[src/rtl/obi_mem_arbiter.sv]
// Two-to-one req/gnt/rvalid arbiter with an in-order ID FIFO that routes each response back to its issuer.
// Define OBI_ARB_RR_EN for round-robin contention handling; otherwise m1 (load/store) has fixed priority.
module obi_mem_arbiter #(
    parameter int ADDR_WIDTH      = 32,
    parameter int DATA_WIDTH      = 32,
    parameter int MAX_OUTSTANDING = 2
) (
    input  logic                    clk_i,
    input  logic                    rst_ni,

    input  logic                    m0_req_i,
    input  logic [ADDR_WIDTH-1:0]   m0_addr_i,
    input  logic                    m0_we_i,
    input  logic [DATA_WIDTH/8-1:0] m0_be_i,
    input  logic [DATA_WIDTH-1:0]   m0_wdata_i,
    output logic                    m0_gnt_o,
    output logic                    m0_rvalid_o,
    output logic [DATA_WIDTH-1:0]   m0_rdata_o,

    input  logic                    m1_req_i,
    input  logic [ADDR_WIDTH-1:0]   m1_addr_i,
    input  logic                    m1_we_i,
    input  logic [DATA_WIDTH/8-1:0] m1_be_i,
    input  logic [DATA_WIDTH-1:0]   m1_wdata_i,
    output logic                    m1_gnt_o,
    output logic                    m1_rvalid_o,
    output logic [DATA_WIDTH-1:0]   m1_rdata_o,

    output logic                    mem_req_o,
    output logic [ADDR_WIDTH-1:0]   mem_addr_o,
    output logic                    mem_we_o,
    output logic [DATA_WIDTH/8-1:0] mem_be_o,
    output logic [DATA_WIDTH-1:0]   mem_wdata_o,
    input  logic                    mem_gnt_i,
    input  logic                    mem_rvalid_i,
    input  logic [DATA_WIDTH-1:0]   mem_rdata_i,

    output logic                    err_o
);

    localparam int PTR_W = (MAX_OUTSTANDING > 1) ? $clog2(MAX_OUTSTANDING) : 1;
    localparam int CNT_W = $clog2(MAX_OUTSTANDING + 1);
    localparam logic [PTR_W-1:0] PTR_LAST = PTR_W'(MAX_OUTSTANDING - 1);
    localparam logic [CNT_W-1:0] CNT_MAX  = CNT_W'(MAX_OUTSTANDING);

    // Handshake: a downstream transfer happens in a cycle with mem_req_o & mem_gnt_i;
    // once mem_req_o is raised the selected request must hold until that cycle.
    typedef enum logic {
        ST_OPEN   = 1'b0,
        ST_LOCKED = 1'b1
    } lock_state_e;

    lock_state_e            state_q, state_d;
    logic                   sel_q, sel;
    logic                   contend_sel;
    logic [MAX_OUTSTANDING-1:0] id_q, id_d;
    logic [PTR_W-1:0]       wptr_q, wptr_d;
    logic [PTR_W-1:0]       rptr_q, rptr_d;
    logic [CNT_W-1:0]       cnt_q, cnt_d;
    logic                   err_q, err_d;
    logic                   fifo_full, fifo_empty;
    logic                   req_sel, push, pop, head;

    function automatic logic [PTR_W-1:0] ptr_inc(input logic [PTR_W-1:0] p);
        return (p == PTR_LAST) ? '0 : p + 1'b1;
    endfunction

`ifdef OBI_ARB_RR_EN
    logic last_q;

    always_ff @(posedge clk_i or negedge rst_ni) begin
        if (!rst_ni) begin
            last_q <= 1'b1;
        end else if (push) begin
            last_q <= sel;
        end
    end

    assign contend_sel = ~last_q;
`else
    assign contend_sel = 1'b1;
`endif

    assign fifo_full  = (cnt_q == CNT_MAX);
    assign fifo_empty = (cnt_q == '0);

    always_comb begin
        sel = sel_q;
        if (state_q == ST_OPEN) begin
            if (m0_req_i && m1_req_i) begin
                sel = contend_sel;
            end else if (m0_req_i) begin
                sel = 1'b0;
            end else if (m1_req_i) begin
                sel = 1'b1;
            end
        end
    end

    assign req_sel   = sel ? m1_req_i : m0_req_i;
    // Gated by reset so nothing leaves the block while rst_ni is low.
    assign mem_req_o = req_sel & ~fifo_full & rst_ni;
    assign push      = mem_req_o & mem_gnt_i;
    assign pop       = mem_rvalid_i & ~fifo_empty & rst_ni;
    assign head      = id_q[rptr_q];

    assign m0_gnt_o    = push & ~sel;
    assign m1_gnt_o    = push & sel;
    assign m0_rvalid_o = pop & ~head;
    assign m1_rvalid_o = pop & head;
    assign m0_rdata_o  = mem_rdata_i & {DATA_WIDTH{rst_ni}};
    assign m1_rdata_o  = mem_rdata_i & {DATA_WIDTH{rst_ni}};

    assign mem_addr_o  = (sel ? m1_addr_i  : m0_addr_i)  & {ADDR_WIDTH{rst_ni}};
    assign mem_we_o    = (sel ? m1_we_i    : m0_we_i)    & rst_ni;
    assign mem_be_o    = (sel ? m1_be_i    : m0_be_i)    & {(DATA_WIDTH/8){rst_ni}};
    assign mem_wdata_o = (sel ? m1_wdata_i : m0_wdata_i) & {DATA_WIDTH{rst_ni}};
    assign err_o       = err_q;

    always_comb begin
        state_d = (mem_req_o && !mem_gnt_i) ? ST_LOCKED : ST_OPEN;
        id_d    = id_q;
        wptr_d  = wptr_q;
        rptr_d  = rptr_q;
        cnt_d   = cnt_q;
        err_d   = mem_rvalid_i & fifo_empty;
        if (push) begin
            id_d[wptr_q] = sel;
            wptr_d       = ptr_inc(wptr_q);
        end
        if (pop) begin
            rptr_d = ptr_inc(rptr_q);
        end
        case ({push, pop})
            2'b10:   cnt_d = cnt_q + 1'b1;
            2'b01:   cnt_d = cnt_q - 1'b1;
            default: cnt_d = cnt_q;
        endcase
    end

    always_ff @(posedge clk_i or negedge rst_ni) begin
        if (!rst_ni) begin
            state_q <= ST_OPEN;
            sel_q   <= 1'b0;
            id_q    <= '0;
            wptr_q  <= '0;
            rptr_q  <= '0;
            cnt_q   <= '0;
            err_q   <= 1'b0;
        end else begin
            state_q <= state_d;
            sel_q   <= sel;
            id_q    <= id_d;
            wptr_q  <= wptr_d;
            rptr_q  <= rptr_d;
            cnt_q   <= cnt_d;
            err_q   <= err_d;
        end
    end

endmodule

[config.mk]
export PLATFORM = sky130hd
export DESIGN_NAME = obi_mem_arbiter
export DESIGN_NICKNAME = d
export VERILOG_FILES = /design/src/rtl/obi_mem_arbiter.sv
export SDC_FILE = /design/constraint.sdc
export NUM_CORES = 1
export LEC_CHECK = 0
export CAP_MARGIN = 20
export CORE_AREA = 2 2 122 124
export CTS_CLUSTER_SIZE = 12
export DETAILED_ROUTE_END_ITERATION = 8
export DIE_AREA = 0 0 124 126
export PLACE_DENSITY = 0.6
export SKIP_LAST_GASP = 1
export SLEW_MARGIN = 20
export SYNTH_ARGS = -nofsm -noshare
export SYNTH_HDL_FRONTEND = slang
export SYNTH_SLANG_ARGS = --single-unit
export TNS_END_PERCENT = 10
[constraint.sdc]
create_clock -name clk_i -period 4.2 [get_ports clk_i]
set_input_delay 0.84 -clock clk_i [delete_from_list [all_inputs] [get_ports clk_i]]
set_output_delay 0.84 -clock clk_i [all_outputs]
set_load 0.01 [all_outputs]
Yosys cells after proc, flatten, opt, wreduce, memory -nomap -nowiden
Index checks and enable logic that the tools add are counted.
{"block": "word_totals", "regBits": 9, "in_bits": 176, "word_cells": 60}
{"block": "op_classes", "add_sub_neg": 4, "order_cmp": 3, "n_eq_ne": 3, "mux": 18, "n_bitwise": 19, "reduce_logical": 6}
{"cell": "$and 32x32->32", "count": 3}
{"cell": "$mux 32", "count": 2}
{"cell": "$mux 1", "count": 12}
{"cell": "$and 1x1->1", "count": 11}
{"cell": "$and 4x4->4", "count": 1}
{"cell": "$eq 2x2->1 const B", "count": 2}
{"cell": "$lt 1x2->1 const B", "count": 2}
{"cell": "$mux 4", "count": 1}
{"cell": "$not 1->1", "count": 4}
{"cell": "$pmux 2 s2", "count": 1}
{"cell": "$logic_and 1x1->1", "count": 3}
{"cell": "$add 1x1->1 const B", "count": 2}
{"cell": "$add 2x1->2 const B", "count": 1}
{"cell": "$bwmux 2", "count": 1}
{"cell": "$eq 2x1->1 const B", "count": 1}
{"cell": "$logic_not 2->1", "count": 1}
{"cell": "$reduce_bool 2->1", "count": 1}
{"cell": "$sub 2x1->2 const B", "count": 1}
{"cell": "$demux 1 s1", "count": 1}
{"cell": "$ge 1x1->1 const B", "count": 1}
{"cell": "$logic_not 1->1", "count": 1}

Depth between registers and ports, before layout
{"block": "logic_depth", "word_depth": 10, "depth_mapped": 7, "mapped_depth_nobuf": 7}

Least setup slack after synthesis
Ideal clock, no wire load.
{"block": "synth_timing", "path_kind": "input port to output port", "start": "input m1_req_i", "end": "output mem_addr_o[0]", "arrival_time_ns": 1.672, "required_ns": 3.360, "setup_slack_ns": 1.688, "stages": 6, "path_buffers": 2, "cell_sequence": "inv_1 -> a2bb2oi_1 -> buf_6 -> buf_8 -> mux2i_1 -> nor2b_1"}
{"block": "synth_between", "elab_chain_cells": 6, "elab_cells_between_ends": 7, "cone_classes": "5 x mux; 1 x bitwise; 1 x reduce/logical"}
{"item": "start, declared", "line": "20", "rtl": "input logic m1_req_i,"}
{"item": "$mux 1", "line": "94", "rtl": "end else if (m1_req_i) begin"}
{"item": "$mux 1", "line": "92", "rtl": "end else if (m0_req_i) begin"}
{"item": "$mux 1 (*)", "line": "90", "rtl": "if (m0_req_i && m1_req_i) begin"}
{"item": "$mux 1 (*)", "line": "89", "rtl": "if (state_q == ST_OPEN) begin"}
{"item": "$mux 32 (*)", "line": "114", "rtl": "assign mem_addr_o = (sel ? m1_addr_i : m0_addr_i) & {ADDR_WIDTH{rst_ni}};"}
{"item": "$and 32x32->32 (*)", "line": "114"}
{"item": "end, declared", "line": "30", "rtl": "output logic [ADDR_WIDTH-1:0] mem_addr_o,"}
Every way passes the cells marked *; elsewhere a longest branch is shown, timed or not.

Worst setup path in the final report
{"block": "layout_timing", "start": "input m0_req_i", "end": "output mem_addr_o[12]"}
{"block": "layout_between", "elab_chain_cells": 5, "elab_cells_between_ends": 6, "cone_classes": "4 x mux; 1 x bitwise; 1 x reduce/logical"}
{"item": "start, declared", "line": "11", "rtl": "input logic m0_req_i,"}
{"item": "$mux 1 or $logic_and 1x1->1 (tied branches)", "line": "92, 90"}
{"item": "$mux 1 (*)", "line": "90"}
{"item": "$mux 1 (*)", "line": "89"}
{"item": "$mux 32 (*)", "line": "114"}
{"item": "$and 32x32->32 (*)", "line": "114"}
Marks and branches as above.

==> results.toml <==
[status]
outcome = "finished, final reports clean"

[run]
maxCapViolCount = 0

[clock_tree]
cts_setup_buffers = 0
cts_buffers = 3
clk_pin_slew_ns = 0.04
clockRootBuffer = "clkbuf_16"
clock-sinks = 9
clock_latency_ns = 0.23
htreeDepth = 1
cts_hold_buf = 0
cts_resized = 0
cts_tree = "yes"
clockBufferDepth = 2

[placed_design]
dp_hpwl_um = 8700
place_inst = 712
io_buffer_count = 314
gp_congestion = 0.916

[route]
drc = 0
dr.pass1.iters = 2
viasPerCell = 3.80
wl_per_cell_um = 14.2
num_vias = 2719
ant_nets = 0
totalWireLength_um = 10200
drt_iter0_markers = 29

[synthesis]
synth.distinct_cells = 27
syn_avg_cell_area_um2 = 8.35
synthXorXnorAreaFrac = 0.0203
synth_edf_count = 0
synth_fp_nets = 436
synthFlopType = "dfrtp_1"
synth_seq_area_share = 0.104
synth-simple-area-share = 0.323
syn_inst = 259
ys_warn_count = 0
muxShareOfSynthArea = 0.329
synth_seq_cells = 9
netlist_area_mm2 = 0.00216
synth-adder-area-share = 0.00579
synth_top_family_by_area = "multiplexers"
synth-compound-area-share = 0.0231
synthArstFlopShare = 1.00

[sta]
finalHoldViolCount = 0
fmax_mhz = 272
rsz0062_at_grt = "false"
setup_tns_ns = 0
tightest_slew_ns = 0.532
post-route-period-util = 0.876
setup_viol = 0
layout_min_cycle_time_ns = 3.68
fin_skew_ns = 0.00115
slew_violations = 0
relSlewSlack = 0.645

[critical_path]
crit_arrival_ns = 2.84
critPathCaptureType = "output pin"
cpPeakStageDelay_ns = 0.56
required_ns = 3.36
critPathKind = "primary input to output pin"
crit_slowest_cell = "clkdlybuf4s50_1"
cp_cell_sequence = "clkdlybuf4s50_1 -> nand2b_1 -> a2bb2oi_4 -> buf_12 -> mux2i_1 -> nor2b_1 -> clkdlybuf4s50_1"
crit_fanout = 34
cp_common_cell = "clkdlybuf4s50_1"
cp-start-kind = "primary input"

[floorplan]
die_area_mm2 = 0.0156
die_w_um = 124
initial_core_util = 0.151
die_y_um = 126
ios = 315
core_area_mm2 = 0.0143
num_rows = 44

[power_and_ir_drop]
p_leak_nw = 2.03
p_per_area_mw_per_mm2 = 203
ir_worst_vdd_mv = 0.151

[cells_and_area]
nNetsFinal = 710
multi_input_area_mm2 = 0.00154
drive_gt1_frac = 0.0244
fill_cells = 1482
area.growth.synth_to_final_pct = 145
antenna_cells = 0
ff_latch_area_um2 = 225
layout.cells.non_filler = 716

[grt]
grt_overflow = 0
antenna_found_initial = 0
track_usage = 0.116
grt_max_degree = 50
grt_pass1_wl_um = 14400
grt_pass1_vias = 2750

[worst_hold_path]
min_path_type = "register to register"
==> cell usage in the layout (no fill, tap or decap), types with 2 or more instances in the layout <==
cell type / netlist / final
xnor2_1: 4 / 4
buf_12: 1 / 3
dfrtp_1: 9 / 9
clkbuf_16: 0 / 3
nor2_1: 4 / 4
mux2i_1: 70 / 70
and2_1: 32 / 32
inv_1: 2 / 2
buf_4: 32 / 3
clkdlybuf4s50_1: 0 / 313
nand2b_1: 2 / 2
nor2b_1: 71 / 71
==> metal layers <==
metal | GRT usage | wire length [um]
met4 | 0.0205 | 91
met2 | 0.224 | 5240
met3 | 0.0308 | 1200
met1 | 0.126 | 3620
met5 | 0 | 0
==> power breakdown <==
part | total (W) | switching [W] | internal, W
clock | 0.000166 | 0.0000391 | 0.000127
sequential | 0.000157 | 0.0000340 | 0.000123
combinational | 0.000753 | 0.000275 | 0.000478
==> cell type report <==
type | instances | area share
Clock buffer | 4 | 0.0149
Tap cell | 184 | 0.0434
Sequential cell | 9 | 0.0424
Inverter | 3 | 0.00307
Timing Repair Buffer | 320 | 0.607
Multi-Input combinational cell | 196 | 0.289
==> worst max-delay path: cells and delay by family <==
kind                   cells  cell delay, ns
AO/OA/AOI/OAI              1            0.29
buffers and inverters      3            1.34
multiplexers               1            0.12
AND/OR/NAND/NOR            2            0.22
==> Yosys cell counts (2+ instances only) <==
| cell type | number | share of area |
|---|---|---|
| and2_1 | 32 | 0.093 |
| clkbuf_1 | 11 | 0.019 |
| inv_1 | 2 | 0.0035 |
| dfrtp_1 | 9 | 0.10 |
| xnor2_1 | 4 | 0.016 |
| nor2_1 | 4 | 0.0069 |
| nor2b_1 | 71 | 0.21 |
| buf_4 | 32 | 0.11 |
| mux2i_1 | 70 | 0.32 |
| nand2b_1 | 2 | 0.0058 |
| buf_8 | 6 | 0.042 |
==> flip-flops by register name, indices dropped and copies added, names as in the netlist <==
name and cells:
err_o 1, id_q 2, cnt_q 2, rptr_q 1, state_q 1, sel_q 1
wptr_q 1
==> cell families (layout without fill, tap and decap cells) <==
kind of cell	count (synthesis)	count (layout)
compound gates	6	6
xor+xnor	5	5
fa+ha+maj	1	1
buf+inv	54	327
flops	9	9
mux	71	71
simple gates	113	113
==> path summary, 6_finish.rpt <==
check                                   start              endpoint  slack [ns]  cells after the start
min in group asynchronous              rst_ni       err_o$_DFF_PN0_        0.58                      1
max                                  m0_req_i        mem_addr_o[12]        0.52                      7
min reg2reg                rptr_q$_DFFE_PN0P_    rptr_q$_DFFE_PN0P_        0.50                      1
min                        rptr_q$_DFFE_PN0P_    rptr_q$_DFFE_PN0P_        0.50                      1
max reg2reg                   sel_q$_DFF_PN0_  cnt_q[1]$_DFFE_PN0P_        2.37                      6
max in group asynchronous              rst_ni  cnt_q[0]$_DFFE_PN0P_        3.07                      2
==> per-stage QoR <==
stage               power [W]  area (um2)  utilization  hold slack (ns)  setup slack (ns)
floorplan            0.000533        2160            -            0.468              1.69
global placement     0.000911        5230        0.365            0.485             0.519
detailed placement   0.000919        5230        0.365            0.489             0.482
CTS                   0.00110        5310        0.371            0.494             0.480
global route          0.00115        5310        0.371            0.509             0.378
finish                0.00108        5310        0.371            0.502             0.519
(Power assumes the default switching activity.)
